## src/rtl/hazard_stall_ctrl_pkg.sv

```systemverilog
// Shared encodings and helpers for the pipeline hazard/stall controller.
package hazard_stall_ctrl_pkg;

    // Tuse value meaning "operand never read"
    localparam logic [1:0] TUSE_NEVER = 2'd3;

    // md_type encodings
    localparam logic MD_MULT = 1'b0;
    localparam logic MD_DIV  = 1'b1;

    // Default multiply/divide busy lengths
    localparam int unsigned DEF_MULT_CYC = 5;
    localparam int unsigned DEF_DIV_CYC  = 10;

    // $zero is hard-wired, so it never carries a dependency
    localparam logic [4:0] REG_ZERO = 5'd0;

    // One source/destination pair: stall when the D instruction needs the value
    // before the producing stage can supply it.
    function automatic logic reg_hazard(input logic [4:0] src, input logic [1:0] tuse,
                                        input logic [4:0] a3, input logic [1:0] tnew);
        return (src != REG_ZERO) && (src == a3) && (tuse != TUSE_NEVER) && (tuse < tnew);
    endfunction

endpackage

```

## src/rtl/md_busy_counter.sv

```systemverilog
// Busy counter for the multi-cycle multiply/divide unit.
module md_busy_counter
    import hazard_stall_ctrl_pkg::*;
#(
    parameter int unsigned MULT_CYC = DEF_MULT_CYC,
    parameter int unsigned DIV_CYC  = DEF_DIV_CYC,
    parameter int unsigned CNT_W    = 4
) (
    input  logic clk,
    input  logic reset,
    input  logic md_start,
    input  logic md_type,
    output logic md_busy
);

    localparam logic [CNT_W-1:0] MULT_LOAD = CNT_W'(MULT_CYC);
    localparam logic [CNT_W-1:0] DIV_LOAD  = CNT_W'(DIV_CYC);

    logic [CNT_W-1:0] cnt_q, cnt_d;

    // Load on an idle start, otherwise count down; a start while busy is dropped.
    always_comb begin
        cnt_d = cnt_q;
        if (cnt_q == '0) begin
            if (md_start) begin
                cnt_d = (md_type == MD_MULT) ? MULT_LOAD : DIV_LOAD;
            end
        end else begin
            cnt_d = cnt_q - CNT_W'(1);
        end
    end

    // Counter register with synchronous reset.
    always_ff @(posedge clk) begin
        if (reset) begin
            cnt_q <= '0;
        end else begin
            cnt_q <= cnt_d;
        end
    end

    assign md_busy = (cnt_q != '0);

endmodule

```

## src/rtl/hazard_stall_ctrl.sv

```systemverilog
// Hazard detection, stall generation and stall-cycle counter for the 5-stage core.
module hazard_stall_ctrl
    import hazard_stall_ctrl_pkg::*;
#(
    parameter int unsigned MULT_CYC = DEF_MULT_CYC,
    parameter int unsigned DIV_CYC  = DEF_DIV_CYC,
    parameter int unsigned CNT_W    = 4
) (
    input  logic        clk,
    input  logic        reset,
    input  logic [4:0]  D_rs,
    input  logic [4:0]  D_rt,
    input  logic [1:0]  D_Tuse_rs,
    input  logic [1:0]  D_Tuse_rt,
    input  logic        D_is_md,
    input  logic [4:0]  E_A3,
    input  logic [1:0]  E_Tnew,
    input  logic [4:0]  M_A3,
    input  logic [1:0]  M_Tnew,
    input  logic        md_start,
    input  logic        md_type,
    output logic        pc_en,
    output logic        fd_en,
    output logic        de_clr,
    output logic        md_busy,
    output logic [31:0] stall_cnt
);

    logic        stall;
    logic [31:0] stall_cnt_q, stall_cnt_d;

    md_busy_counter #(
        .MULT_CYC (MULT_CYC),
        .DIV_CYC  (DIV_CYC),
        .CNT_W    (CNT_W)
    ) u_md_busy_counter (
        .clk      (clk),
        .reset    (reset),
        .md_start (md_start),
        .md_type  (md_type),
        .md_busy  (md_busy)
    );

    // Zero-latency stall decision from the D/E/M fields and the MD unit state.
    always_comb begin
        stall = reg_hazard(D_rs, D_Tuse_rs, E_A3, E_Tnew)
              | reg_hazard(D_rs, D_Tuse_rs, M_A3, M_Tnew)
              | reg_hazard(D_rt, D_Tuse_rt, E_A3, E_Tnew)
              | reg_hazard(D_rt, D_Tuse_rt, M_A3, M_Tnew)
              | (D_is_md & (md_start | md_busy));
    end

    // Pipeline control; reset keeps the front end running with no bubble.
    always_comb begin
        pc_en  = ~stall;
        fd_en  = ~stall;
        de_clr = stall;
        if (reset) begin
            pc_en  = 1'b1;
            fd_en  = 1'b1;
            de_clr = 1'b0;
        end
    end

    // Stall counter next state; wraps naturally at 32 bits.
    always_comb begin
        stall_cnt_d = stall_cnt_q + 32'(stall);
    end

    // Stall counter register with synchronous reset.
    always_ff @(posedge clk) begin
        if (reset) begin
            stall_cnt_q <= '0;
        end else begin
            stall_cnt_q <= stall_cnt_d;
        end
    end

    assign stall_cnt = stall_cnt_q;

endmodule
```

## config.mk

```make
export PLATFORM = sky130hd
export DESIGN_NAME = hazard_stall_ctrl
export DESIGN_NICKNAME = d
export VERILOG_FILES = /design/src/rtl/hazard_stall_ctrl_pkg.sv /design/src/rtl/md_busy_counter.sv /design/src/rtl/hazard_stall_ctrl.sv
export SDC_FILE = /design/constraint.sdc
export NUM_CORES = 1
export LEC_CHECK = 0
export ABC_CLOCK_PERIOD_IN_PS = 2850
export CORE_MARGIN = 5
export CORE_UTILIZATION = 41
export DETAILED_ROUTE_END_ITERATION = 6
export GPL_TIMING_DRIVEN = 0
export PLACE_DENSITY = 0.76
export SYNTH_ARGS = -nofsm -noshare
export SYNTH_HDL_FRONTEND = slang
export SYNTH_SLANG_ARGS = --single-unit
export TNS_END_PERCENT = 100
```

## constraint.sdc

```tcl
create_clock -name clk -period 2.85 [get_ports clk]
set_input_delay 0.57 -clock clk [delete_from_list [all_inputs] [get_ports clk]]
set_output_delay 0.57 -clock clk [all_outputs]
set_load 0.02 [all_outputs]
```

### Word level (Yosys, flattened, before mapping)

Index checks and enable logic that the tools add are counted.
Widths: inputs -> output; s select.

* $lt $le $gt $ge: 4
* reduce and logical (&&, ||, !) cells: 16
* $add $sub $neg: 2
* equality and inequality tests: 7
* mux-type cells: 5
* bitwise logic cells: 7

Operator list (count)
* $add 32x1->32: 1
* $eq 5x5->1: 4
* $logic_and 1x1->1: 12
* $mux 4: 3
* $reduce_bool 5->1: 2
* $lt 2x2->1: 4
* $ne 2x2->1 const B: 3
* $or 1x1->1: 5
* $logic_not 4->1: 1
* $reduce_bool 4->1: 1
* $sub 4x1->4 const B: 1
* $mux 1: 2
* $and 1x1->1: 1
* $not 1->1: 1

* register bits: 36
* word-level logic and storage cells: 43
* output and inout bits: 36

### Longest topological paths before layout

* depth in word-level cells: 10
* gate-level depth with buffers: 14
* mapped depth without buffers: 13

### Modules after synthesis

From an unflattened synthesis, not the netlist that was laid out.

* cells, all modules: 238
* area total of the unflattened synthesis: 2133.3 um^2

Modules (own cells, without submodules)
* hazard_stall_ctrl: seq. area each 640.6 um^2, instances 1, cells each 213, area each 1910.6 um^2
* md_busy_counter: seq. area each 80.1 um^2, instances 1, cells each 25, area each 222.7 um^2

### Worst setup path after synthesis

Ideal clock, no wire load.

* kind: in2reg
* from: input D_rs[4]
* to: register stall_cnt_q[30] (netlist: stall_cnt[30])
* setup time: 128 ps
* arrival time: 2945 ps
* stages: 12
* buffers on the path: 0
* required time: 2722 ps
* slack: -222 ps
* path through: xor2_1 -> nor4_1 -> nand3_1 -> a221o_1 -> nand3_1 -> ha_1 -> ha_1 -> nand3_1 -> or4_1 -> nor3_1 -> xnor2_1 -> nor2_1

* word-level cells in the longest chain between the ends: 9
* elaborated cells on any way between the ends: 14

Ends and longest elaborated chain
* from (decl): RTL line hazard_stall_ctrl.sv:11 `input logic [4:0] D_rs,`
* $eq 5x5->1 or $reduce_bool 5->1 (tied branches): RTL line hazard_stall_ctrl_pkg.sv:22 `return (src != REG_ZERO) && (src == a3) && (tuse != TUSE_NEVER) && (tuse < tnew);`
* $logic_and 1x1->1 (3 in a row): RTL line hazard_stall_ctrl_pkg.sv:22
* $or 1x1->1 (*): RTL line hazard_stall_ctrl.sv:47 `| reg_hazard(D_rs, D_Tuse_rs, M_A3, M_Tnew)`
* $or 1x1->1 (*): RTL line hazard_stall_ctrl.sv:48 `| reg_hazard(D_rt, D_Tuse_rt, E_A3, E_Tnew)`
* $or 1x1->1 (*): RTL line hazard_stall_ctrl.sv:49 `| reg_hazard(D_rt, D_Tuse_rt, M_A3, M_Tnew)`
* $or 1x1->1 (*): RTL line hazard_stall_ctrl.sv:50 `| (D_is_md & (md_start | md_busy));`
* $add 32x1->32 (*): RTL line hazard_stall_ctrl.sv:67 `stall_cnt_d = stall_cnt_q + 32'(stall);`
* to (signal assigned): RTL line hazard_stall_ctrl.sv:75 `stall_cnt_q <= stall_cnt_d;`
* to (decl): RTL line hazard_stall_ctrl.sv:30 `logic [31:0] stall_cnt_q, stall_cnt_d;`

Mark *: on every way between the ends. The rest lies on a longest branch, timed or not.
A chain may end at the register's enable or synchronous reset.

### Final worst setup path

* from: input E_A3[0]
* to: register stall_cnt_q[28] (netlist: stall_cnt[28])

* word-level cells in the longest chain between the ends: 9
* elaborated cells on any way between the ends: 13

Ends and longest elaborated chain
* from (decl): RTL line hazard_stall_ctrl.sv:16 `input logic [4:0] E_A3,`
* $eq 5x5->1: RTL line hazard_stall_ctrl_pkg.sv:22
* $logic_and 1x1->1 (3 in a row): RTL line hazard_stall_ctrl_pkg.sv:22
* $or 1x1->1: RTL line hazard_stall_ctrl.sv:47
* $or 1x1->1 (*): RTL line hazard_stall_ctrl.sv:48
* $or 1x1->1 (*): RTL line hazard_stall_ctrl.sv:49
* $or 1x1->1 (*): RTL line hazard_stall_ctrl.sv:50
* $add 32x1->32 (*): RTL line hazard_stall_ctrl.sv:67

Marked as above.

==> results_dict.tcl <==
set metrics [dict create \
    cts_buffers 5 \
    syn2layout_area_growth_pct 49.6 \
    htreeDepth 2 \
    cts_buffer_depth 2 \
    seqCellArea_um2 721 \
    hpwl_um 3910 \
    nFillCells 410 \
    drtPass1Iterations 4 \
    grt_max_degree 11 \
    die_y_um 80.7 \
    cts_num_sinks 36 \
    die_width_um 80.7 \
    slew_violations 0 \
    syn_nets 287 \
    critical_path.slowest_cell "or4_4" \
    holdPathEnd "u_md_busy_counter.cnt_q[2]$_SDFFE_PP0N_" \
    drc 0 \
    synth_cell_type_count 33 \
    setup_violations 4 \
    place.gp.congestion 0.860 \
    worst_hold_path_type "reg2reg" \
    hp-start "u_md_busy_counter.cnt_q[2]$_SDFFE_PP0N_" \
    port-buffer-count 68 \
    ys.warnings.count 0 \
    ir_worst_vdd_mv 0.266 \
    place_ws_ps -940 \
    antenna_found_initial 0 \
    rsz0062_at_grt "true" \
    cts_tree "built" \
    grt_pass1_wl_um 8330 \
    diodes 0 \
    whs_path_depth 2 \
    num_rows 25 \
    arrival_ps 3060 \
    synthFlopType "dfxtp_1" \
    wl_per_cell_um 13.0 \
    crit_fanout 4 \
    finalPower_mw 1.28 \
    rrSetupSlack_ps 110 \
    coreArea_mm2 0.00479 \
    clk-insertion-delay-late_ps 290 \
    violations "setup timing" \
    vias_per_cell 5.01 \
    finalSetupTns_ps -117 \
    drive_gt1_share_pct 22.8 \
    critPathRequiredTime_ps 3010 \
    hold_violations 0 \
    ys_seq_elements 36 \
    path_cells "buf_6 > xor2_1 > nor4_2 > nand3_1 > a221o_1 > nand3_2 > ha_4 > ha_4 > nand3_2 > or4_4 > nor3_2 > xnor2_1 > nor2_1" \
    gr-total-overflow 0 \
    synth-edff-count 0 \
    path_class "in2reg" \
    timing.max_cap.violations 0 \
    cts-root-buf "clkbuf_8" \
    drt-total-wl_um 5090 \
    setup_slack_ps -45.7 \
    syn_avg_cell_area_um2 8.29 \
    maxClockFrequency_mhz 345 \
    ys_seq_area_share_pct 35.2 \
    r2r_cells 13 \
    rr_startpoint "u_md_busy_counter.cnt_q[0]$_SDFFE_PP0N_" \
    dieArea_mm2 0.00651 \
    max_slew_margin_pct 65.1 \
    outcome "complete, but fails checks" \
    ys_top_cells_by_count "nor2_1 (44), dfxtp_1 (36), xor2_1 (25)" \
    fin_util_pct 64.0 \
    synthTopCellsByArea "dfxtp_1 (35%), xor2_1 (11%), xnor2_1 (9.4%)" \
    crit_path_end_kind "register" \
    start_util_pct 42.8 \
    syn-cell-area_mm2 0.00205 \
    yosysMostFrequentCell "nor2_1" \
    period_minus_slack_ps 2900 \
    finalCritPeriodShare_pct 102 \
    gr-usage-all-layers_pct 16.2 \
    layout.nets 365 \
    cts_hold_buf 0 \
    synthArstFlopShare_pct 0 \
    timing.rr.end "stall_cnt[28]$_SDFF_PP0_" \
    finalClockSkew_ps 10.4 \
    via_count 1964 \
    worstMarginPinSlew_ps 523 \
    p_per_area_mw_per_mm2 417 \
    multiInputGateArea_mm2 0.00144 \
    yosys.area.top_type "dfxtp_1" \
    grt_pass1_vias 1896 \
    synthCells 247 \
    path_clk_slew_ps 70 \
    start_kind "input port" \
    first_iter_violations 58 \
    ioPinCount 69 \
    p_leak_nw 1.14 \
    cpPeakStageDelay_ps 550 \
    synth_top_cell_area_share_pct 35.2 \
    drtAntennaViolNets 0 \
]
-- where the power goes --
part / internal [mW] / switching, mW
Combinational: 0.177 / 0.188
Sequential: 0.537 / 0.0335
Clock: 0.166 / 0.175
Total: 0.880 / 0.397
-- layout by cell type, fill, tap and decap left out, drive strengths merged, types with 5 or more instances in the layout --
cell type,instances
clkdlybuf4s50,39
xnor2,22
dlygate4sd2,6
nor2,44
ha,7
nor2b,6
dfxtp,36
or4,5
nor3,16
o21ai,6
inv,14
nand3,19
nand4,5
clkbuf,12
nor4,7
buf,24
xor2,25
-- stage by stage --
stage          hold slack (ps)  instances  instance area (um2)
2_1_floorplan              472        247                 2100
3_3_place_gp               491        382                 2870
3_5_place_dp               501        382                 2870
4_1_cts                    515        390                 2960
5_1_grt                    545        392                 3060
6_report                   518        392                 3060
-- kinds of logic (layout without fill, tap and decap cells) --
family	after synthesis	after routing	synth area share, %
xor gates and xnor gates	47	47	20.1
DFF	36	36	35.2
adders and majority gates	7	7	4.28
and+or+nand+nor	114	114	28.7
buffers and inverters	22	100	4.58
muxes	2	2	1.10
AOI/OAI and AO/OA	19	19	6.05
-- registers in the layout, indices dropped and copies added (netlist names) --
signal and cells:
stall_cnt 32, u_md_busy_counter.cnt_q 4
-- metal layers --
layer	global-route usage (%)	wire, um	up-vias
met5	0	0	-
met4	5.57	80	0
met2	27.3	2360	72
met3	5.38	453	7
met1	19.2	2190	890
li1	-	-	995
-- repair_timing --
action	CTS	global route
resized for setup	104	28
setup endpoints to repair	28	23
buffers inserted	2	3
pin swaps	23	14
-- cell type report --
class                   count  area share, %
plain buffers               6           1.10
clock inverters             1          0.163
repair buffers             73           21.3
inverters                  14           1.72
flip-flops and latches     36           23.5
well taps                  67           2.74
multi-input cells         189           47.1
clock buffers               6           2.37
-- worst max-delay path, delay by kind of cell --
kind / cells / cell delay [ps]
xor+xnor: 2 / 300
compound gates: 1 / 370
fa+ha+maj: 2 / 280
buf+inv: 1 / 100
simple gates: 7 / 1440
-- how the worst max path moves through the flow --
| stage | from | end |
|---|---|---|
| 2_1_floorplan | D_rs[0] | stall_cnt[30]$_SDFF_PP0_ |
| 3_3_place_gp | D_rs[0] | stall_cnt[30]$_SDFF_PP0_ |
| 3_5_place_dp | D_rs[0] | stall_cnt[30]$_SDFF_PP0_ |
| 4_1_cts | M_A3[0] | stall_cnt[30]$_SDFF_PP0_ |
| 5_1_grt | E_Tnew[0] | stall_cnt[30]$_SDFF_PP0_ |
| 6_report | E_A3[0] | stall_cnt[28]$_SDFF_PP0_ |
Note: power is estimated with default switching activity, not from simulation.
